===== src/rtl/pipeline_hazard_ctrl.sv =====
// Stall/flush sequencer for the 5-stage pipeline.
// Handles load-use, taken branches and multi-cycle data-memory accesses.
module pipeline_hazard_ctrl #(
  parameter int REG_W       = 5,
  parameter int MEM_TIMEOUT = 16,
  parameter int CNT_W       = 16
) (
  input  logic             clk,
  input  logic             rst,
  input  logic [REG_W-1:0] id_rs,
  input  logic [REG_W-1:0] id_rt,
  input  logic             ex_mem_read,
  input  logic [REG_W-1:0] ex_rt,
  input  logic             ex_branch_taken,
  input  logic             mem_access,
  input  logic             mem_ready,
  output logic             pc_en,
  output logic             ifid_en,
  output logic             idex_en,
  output logic             exmem_en,
  output logic             memwb_en,
  output logic             ifid_flush,
  output logic             idex_flush,
  output logic             mem_req,
  output logic [CNT_W-1:0] stall_cnt,
  output logic             err
);

  localparam int WC_W = $clog2(MEM_TIMEOUT);

  typedef enum logic [1:0] {
    RUN,
    MEM_WAIT,
    ERROR
  } state_t;

  state_t           state, state_nx;
  logic [WC_W-1:0]  wait_cnt, wc_nx;
  logic [4:0]       en;
  logic             load_use;

  assign load_use = ex_mem_read && (ex_rt != '0) &&
                    ((ex_rt == id_rs) || (ex_rt == id_rt));

  assign pc_en    = en[4];
  assign ifid_en  = en[3];
  assign idex_en  = en[2];
  assign exmem_en = en[1];
  assign memwb_en = en[0];

  always_comb begin
    state_nx   = state;
    wc_nx      = wait_cnt;
    en         = '0;
    ifid_flush = 1'b0;
    idex_flush = 1'b0;
    mem_req    = 1'b0;
    if (!rst) begin
      unique case (state)
        RUN: begin
          mem_req = mem_access;
          if (mem_access && !mem_ready) begin
            state_nx = MEM_WAIT;
            wc_nx    = WC_W'(1);
          end else if (ex_branch_taken) begin
            en         = '1;
            ifid_flush = 1'b1;
            idex_flush = 1'b1;
          end else if (load_use) begin
            en         = 5'b00111;
            idex_flush = 1'b1;
          end else begin
            en = '1;
          end
        end
        MEM_WAIT: begin
          mem_req = 1'b1;
          if (mem_ready) begin
            en       = '1;
            state_nx = RUN;
            wc_nx    = '0;
          end else if (wait_cnt == WC_W'(MEM_TIMEOUT - 1)) begin
            state_nx = ERROR;
          end else begin
            wc_nx = wait_cnt + WC_W'(1);
          end
        end
        ERROR: begin
          state_nx = ERROR;
        end
        default: begin
          state_nx = RUN;
          wc_nx    = '0;
        end
      endcase
    end
  end

  always_ff @(posedge clk) begin
    if (rst) begin
      state     <= RUN;
      wait_cnt  <= '0;
      stall_cnt <= '0;
      err       <= 1'b0;
    end else begin
      state    <= state_nx;
      wait_cnt <= wc_nx;
      if (!en[4] && (stall_cnt != '1))
        stall_cnt <= stall_cnt + CNT_W'(1);
      if (state_nx == ERROR)
        err <= 1'b1;
    end
  end

endmodule


===== config.mk =====
export PLATFORM = sky130hd
export DESIGN_NAME = pipeline_hazard_ctrl
export DESIGN_NICKNAME = d
export VERILOG_FILES = /design/src/rtl/pipeline_hazard_ctrl.sv
export SDC_FILE = /design/constraint.sdc
export NUM_CORES = 1
export LEC_CHECK = 0
export ABC_AREA = 1
export CAP_MARGIN = 40
export CORE_AREA = 2 2 61 63
export CTS_BUF_LIST = sky130_fd_sc_hd__clkbuf_8
export CTS_CLUSTER_DIAMETER = 50
export DETAILED_ROUTE_END_ITERATION = 8
export DIE_AREA = 0 0 63 65
export PLACE_DENSITY = 0.76
export SYNTH_ARGS = -nofsm -noshare
export SYNTH_HDL_FRONTEND = slang
export SYNTH_SLANG_ARGS = --single-unit

===== constraint.sdc =====
create_clock -name clk -period 2.1 [get_ports clk]
set_input_delay 0.315 -clock clk [delete_from_list [all_inputs] [get_ports clk]]
set_output_delay 0.315 -clock clk [all_outputs]
set_load 0.01 [all_outputs]

==> results.txt, run 1 <==
Max frequency = 490.3 MHz
Status = complete, no violations
Hpwl dp = 2978 um
CTS clk-pin slew, worst paths = 0.09 ns
Row count = 22
Initial Util = 44.02%
Vias in the first global route = 1586
I/O pin cnt = 46
Total Power = 0.9532 mW
DR DRC count = 0
Reg2reg end = stall_cnt[4]
DP Area = 0.002095 sq mm
Slew Viols, Final = 0
Post-Route WL = 3827 um
Leakage = 0.9792 nW
CP Launch Type = input pin
Worst path slowest cell = clkdlybuf4s50_1
Slew headroom = 74.01%
Worst Hold Path Cells = 2
Detailed Routing Iterations Pass 1 = 4
Worst-Margin Slew = 0.3869 ns
Routed via count = 1674
Die Y = 65 um
Largest net degree at the start of global routing = 19
Worst hold-check path type = reg -> reg
Initial antenna violation count = 0
Global-route wire length before repair = 6617 um
GPL Wtd Cong = 0.8042
R2R setup slack = 0.39 ns
DRT antenna net count = 0
Core area = 0.003496 sq mm
Worst-skew pair later-pin latency = 0.26 ns
Non-filler cells in the finished layout = 347
Total gr overflow = 0
DIE AREA = 0.004095 sq mm
Worst Path Required = 1.78 ns
Cells after synthesis = 245
Share of cells above drive strength 1 = 9.365%
Worst IR Drop VDD = 0.2651 mV
Synth-to-layout area growth = 40.49%
Fin. Hold Viols = 0
Mapped cell area = 0.001539 sq mm
Clock sinks = 23
# setup viols final = 0
DIE WIDTH = 63 um
Yosys cell types = 21
CP Class = in -> out
Cells after DPL = 343
YS warnings = 0
Worst hold start = err
Worst path cell trace = clkdlybuf4s50_1 -> nand2_1 -> nand3_1 -> o21ai_2 -> buf_4 -> clkdlybuf4s50_1
CP arrival = 1.72 ns
DR iter-0 viols = 110
Max Clock Skew = 0.001323 ns
Setup bufs post-CTS = 0
Worst Hold Path EP = err
Reg2reg start = stall_cnt[1]
Worst-path fanout max = 3
Synth Net Count = 268
Post-synthesis sequential area ratio = 29.92%
Tmin final = 2.040 ns
Hold buffer count at CTS = 0
CTS tree = built
GRT Total Usage = 19.67%
Buffer depth of the longest clock path = 2
CP peak stage delay = 0.53 ns
Buffers on Ports = 45
Final nets = 323
H-tree levels = 1
TritonCTS Buffers = 3
ANT cells = 0
Vias per cell = 4.824
Final worst path period share = 97.13%
Wirelength per Cell = 11.03 um
Kind of end point of the critical path = output pin
Most frequent CP cell = clkdlybuf4s50_1
PwrDens = 440.9 mW/mm^2
R2R depth = 9
FF+latch count, synth = 23
Syn Area/Cell = 6.282 sq um
Finished Cell Area = 0.002162 sq mm
Root Buffer = clkbuf_8
Max_cap viols = 0
stage by stage:
step                      utilization (%)  TNS (ns)  setup WS [ns]  hold slack (ns)
final                               61.85         0        0.06037           0.4761
after CTS                           61.10   -0.6457        -0.1904           0.4848
after detailed placement            59.91    -1.937        -0.2690           0.4714
after floorplan                         -         0         0.1251           0.4732
after global routing                61.85  -0.01926       -0.01105           0.4973
after global placement              59.91    -1.528        -0.2710           0.4451
worst max-delay path by stage:
stage                          end       start  depth (start not counted)
after floorplan              pc_en         rst                          6
after global placement       pc_en   mem_ready                          6
after detailed placement   ifid_en   mem_ready                          6
after CTS                  ifid_en   mem_ready                          8
after global routing      memwb_en  mem_access                          6
final                     memwb_en  mem_access                          6
cell families (layout without fill, tap and decap cells):
kind of cell	count (synthesis)	count (layout)	synth area share (%)
compound gates	24	24	8.049
flops	23	23	29.92
xor+xnor	17	17	9.675
simple gates	137	137	39.02
fa+ha+maj	2	2	1.626
buf+inv	42	96	11.71
layer usage:
layer  track usage (%)  up-vias  share of wire [%]  wire (um)
met5                 0        -                  0          0
met4             6.667        0               0.94         36
met3             1.910        4                2.1         81
met2             37.37       27                 51       1949
met1             22.90      761                 46       1759
li1                  -      882                  -          -
cell type report:
| cell class | instances | area [sq um] |
|---|---|---|
| well taps | 48 | 60.06 |
| clock inverters | 1 | 5.005 |
| inverters | 34 | 127.6 |
| fillers | 350 | 1334 |
| clock buffers | 3 | 41.29 |
| multi-input cells | 180 | 909.6 |
| repair buffers | 58 | 558.0 |
| flip-flops and latches | 23 | 460.4 |
what timing repair did:
item | in CTS | in global routing
setup endpoints to repair | 7 | 7
pin swaps | 0 | 3
gates resized for setup | 5 | 17
cells in the mapped netlist (all sizes together):
library cell | n | area, sq um
xnor2 | 7 | 61.31
nand4 | 2 | 12.51
buf | 7 | 48.79
inv | 34 | 127.6
xor2 | 10 | 87.58
nor3 | 10 | 60.06
nand3 | 32 | 160.2
ha | 2 | 25.02
nor3b | 1 | 7.510
o21ai | 5 | 25.02
clkbuf | 1 | 3.750
a32oi | 1 | 8.760
dfxtp | 23 | 460.4
nor2 | 25 | 93.84
nand2 | 67 | 266.5
a21oi | 18 | 90.09
sequential cells by signal (all words and copies together), names as in the netlist:
register / cells
stall_cnt: 16
wait_cnt: 4
state: 2
err: 1
cells in the final DEF, fill, tap and decap left out, drive strengths merged:
master / count
nand2: 67
inv: 34
clkdlybuf4s50: 32
nand3: 32
nor2: 25
dfxtp: 23
a21oi: 18
buf: 13
xor2: 10
nor3: 10
dlymetal6s2s: 9
xnor2: 7
o21ai: 5
clkbuf: 5
nand4: 2
ha: 2
dlygate4sd2: 2
nor3b: 1
a32oi: 1
clkinv: 1
worst max-delay path: cells and delay by family:
family	cells	cell delay, ns
AO/OA/AOI/OAI	1	0.11
buffers and inverters	3	1.09
AND/OR/NAND/NOR	2	0.20
power breakdown:
group	switching, mW	internal [mW]
Clock	0.150	0.133
Sequential	0.0107	0.446
Combinational	0.107	0.107
Total	0.268	0.685
Note: power is estimated with default switching activity, not from simulation.
==> inputs of run 2 (changes only) <==
CORE_AREA = 2 2 62 64   (was 2 2 61 63)
DIE_AREA = 0 0 64 66   (was 0 0 63 65)
PLACE_DENSITY = 0.74   (was 0.76)
SKIP_CTS_REPAIR_TIMING = 1   (was unset)
==> results.txt, run 2 (synthesis gave the netlist of run 1 again) <==
Max_cap viols = 0 (unchanged)
Wirelength per Cell = 10.83 um (-1.8%)
TritonCTS Buffers = 3 (unchanged)
Commonest cells after routing, fill and taps aside = nand2_1 (63), inv_1 (34), clkdlybuf4s50_1 (34)
DP Area = 0.002072 sq mm (-1.1%)
Hpwl dp = 2951 um (-0.92%)
Filler Cells Inserted = 335 (-4.3%)
CTS tree = built
Leakage = 1.002 nW (+2.3%)
Worst path slowest cell = clkdlybuf4s50_1
Total gr overflow = 0 (unchanged)
CP Launch Point = ex_rt[4]
Status = complete, no violations
I/O pin cnt = 46 (unchanged)
Synth-to-layout area growth = 40.49% (unchanged)
Worst-skew pair later-pin latency = 0.27 ns (about the same)
Worst hold start = err
Initial Util = 43.34% (-0.68 points)
DRT antenna net count = 0 (unchanged)
Top Family by Delay on Critical Path = buffers and inverters
PwrDens = 439.9 mW/mm^2 (-0.23%)
Worst-path fanout max = 4 (+1)
Share of cells above drive strength 1 = 8.081% (-1.3 points)
CP arrival = 1.64 ns (-0.08 ns)
DR DRC count = 0 (unchanged)
DIE AREA = 0.004224 sq mm (+3.2%)
Fin. Hold Viols = 0 (unchanged)
Max frequency = 511.1 MHz (+4.2%)
Detailed Routing Iterations Pass 1 = 4 (unchanged)
Commonest non-fill, non-tap cell in the layout = nand2_1
Top Registers = stall_cnt (16), wait_cnt (4), state (2)
Initial antenna violation count = 0 (unchanged)
CTS clk-pin slew, worst paths = 0.08 ns (about the same)
Core area = 0.003551 sq mm (+1.6%)
Unrepaired setup endpoints after global routing = no
WL met2 = 1854 um (-4.9%)
GRT Total Usage = 18.42% (-1.3 points)
Buffers on Ports = 45 (unchanged)
# setup viols final = 0 (unchanged)
Root Buffer = clkbuf_8
H-tree levels = 1 (unchanged)
Row count = 22 (unchanged)
Final nets = 321 (-0.62%)
Max Clock Skew = 0.003647 ns (+0.002324 ns)
Slew Viols, Final = 0 (unchanged)
Worst hold-check path type = reg -> reg
Max layer used = met4
M1 WL = 1705 um (-3.1%)
DR iter-0 viols = 113 (+2.7%)
Buffer depth of the longest clock path = 2 (unchanged)
CP Class = in -> out
Vias in the first global route = 1473 (-7.1%)
Reg2reg start = stall_cnt[0]
Slew headroom = 74.17% (+0.16 points)
CP peak stage delay = 0.54 ns (about the same)
Die Y = 66 um (+1.5%)
Routed via count = 1647 (-1.6%)
Vias per cell = 4.774 (-1.0%)
Worst Path Required = 1.78 ns (about the same)
Min Hold Slack = 0.4553 ns (-0.02078 ns)
Kind of end point of the critical path = output pin
Tmin final = 1.957 ns (-0.08304 ns)
GPL Wtd Cong = 0.8799 (+9.4%)
Worst IR Drop VDD = 0.2370 mV (-11%)
Worst-Margin Slew = 0.3845 ns (-0.002443 ns)
DIE WIDTH = 64 um (+1.6%)
Post-Route WL = 3736 um (-2.4%)
CP Launch Type = input pin
Final worst path period share = 93.17% (-4.0 points)
Most frequent CP cell = nand2_1
WP buf/inv = 4 (+1)
Finished Cell Area = 0.002162 sq mm (unchanged)
Worst path cell trace = clkdlybuf4s50_1 -> inv_1 -> nand2_1 -> nand2_1 -> nor2_1 -> nand3_1 -> nand2_1 -> nand3_1 -> nand2_2 -> inv_1 -> dlymetal6s2s_1
Largest net degree at the start of global routing = 19 (unchanged)
ANT cells = 0 (unchanged)
Fin util = 60.89% (-0.96 points)
Largest reg by FF count = stall_cnt
Met3 WL = 107 um (+32%)
Clock sinks = 23 (unchanged)
Max reg flops = 16 (unchanged)
Global-route wire length before repair = 6223 um (-6.0%)
[run 2: power by group]
group          internal [mW]  switching (mW)
clock                  0.133           0.149
combinational          0.108           0.102
sequential             0.446          0.0137
[run 2: worst paths after layout]
check | end | slack [ns] | cells after the start
max | ifid_en | 0.14 | 11
max reg2reg | stall_cnt[4] | 0.34 | 9
min | err | 0.46 | 2
min reg2reg | err | 0.46 | 2
[run 2: final cells by class]
type | instances | area (sq um) | share of cell area (%)
Timing Repair Buffer | 56 | 560.5 | 25.93
Multi-Input combinational cell | 180 | 907.1 | 41.96
Clock inverter | 1 | 5.005 | 0.2315
Clock buffer | 3 | 41.29 | 1.910
Sequential cell | 23 | 460.4 | 21.30
Inverter | 34 | 127.6 | 5.903
Tap cell | 48 | 60.06 | 2.778
[run 2: stage by stage]
step / setup WS (ns) / cells / TNS, ns / total power, mW
3_3_place_gp: -0.2801 / 340 / -1.577 / 0.6755
5_1_grt: 0.004319 / 345 / 0 / 0.9984
2_1_floorplan: 0.1251 / 245 / 0 / 0.5746
3_5_place_dp: -0.2814 / 340 / -2.277 / 0.6795
4_1_cts: -0.2799 / 344 / -1.578 / 0.9604
6_report: 0.1434 / 345 / 0 / 0.9510
[run 2: routing by layer]
layer | GRT usage, % | up-vias
met5 | 0 | -
met4 | 6.250 | 0
met3 | 2.896 | 7
met2 | 33.85 | 24
met1 | 21.63 | 734
li1 | - | 882
[run 2: tightest hold or removal path, cell delays in order, from the launching register on]
cell     delay (ns)
dfxtp_1        0.32
nand2_1        0.06
nand2_1        0.04
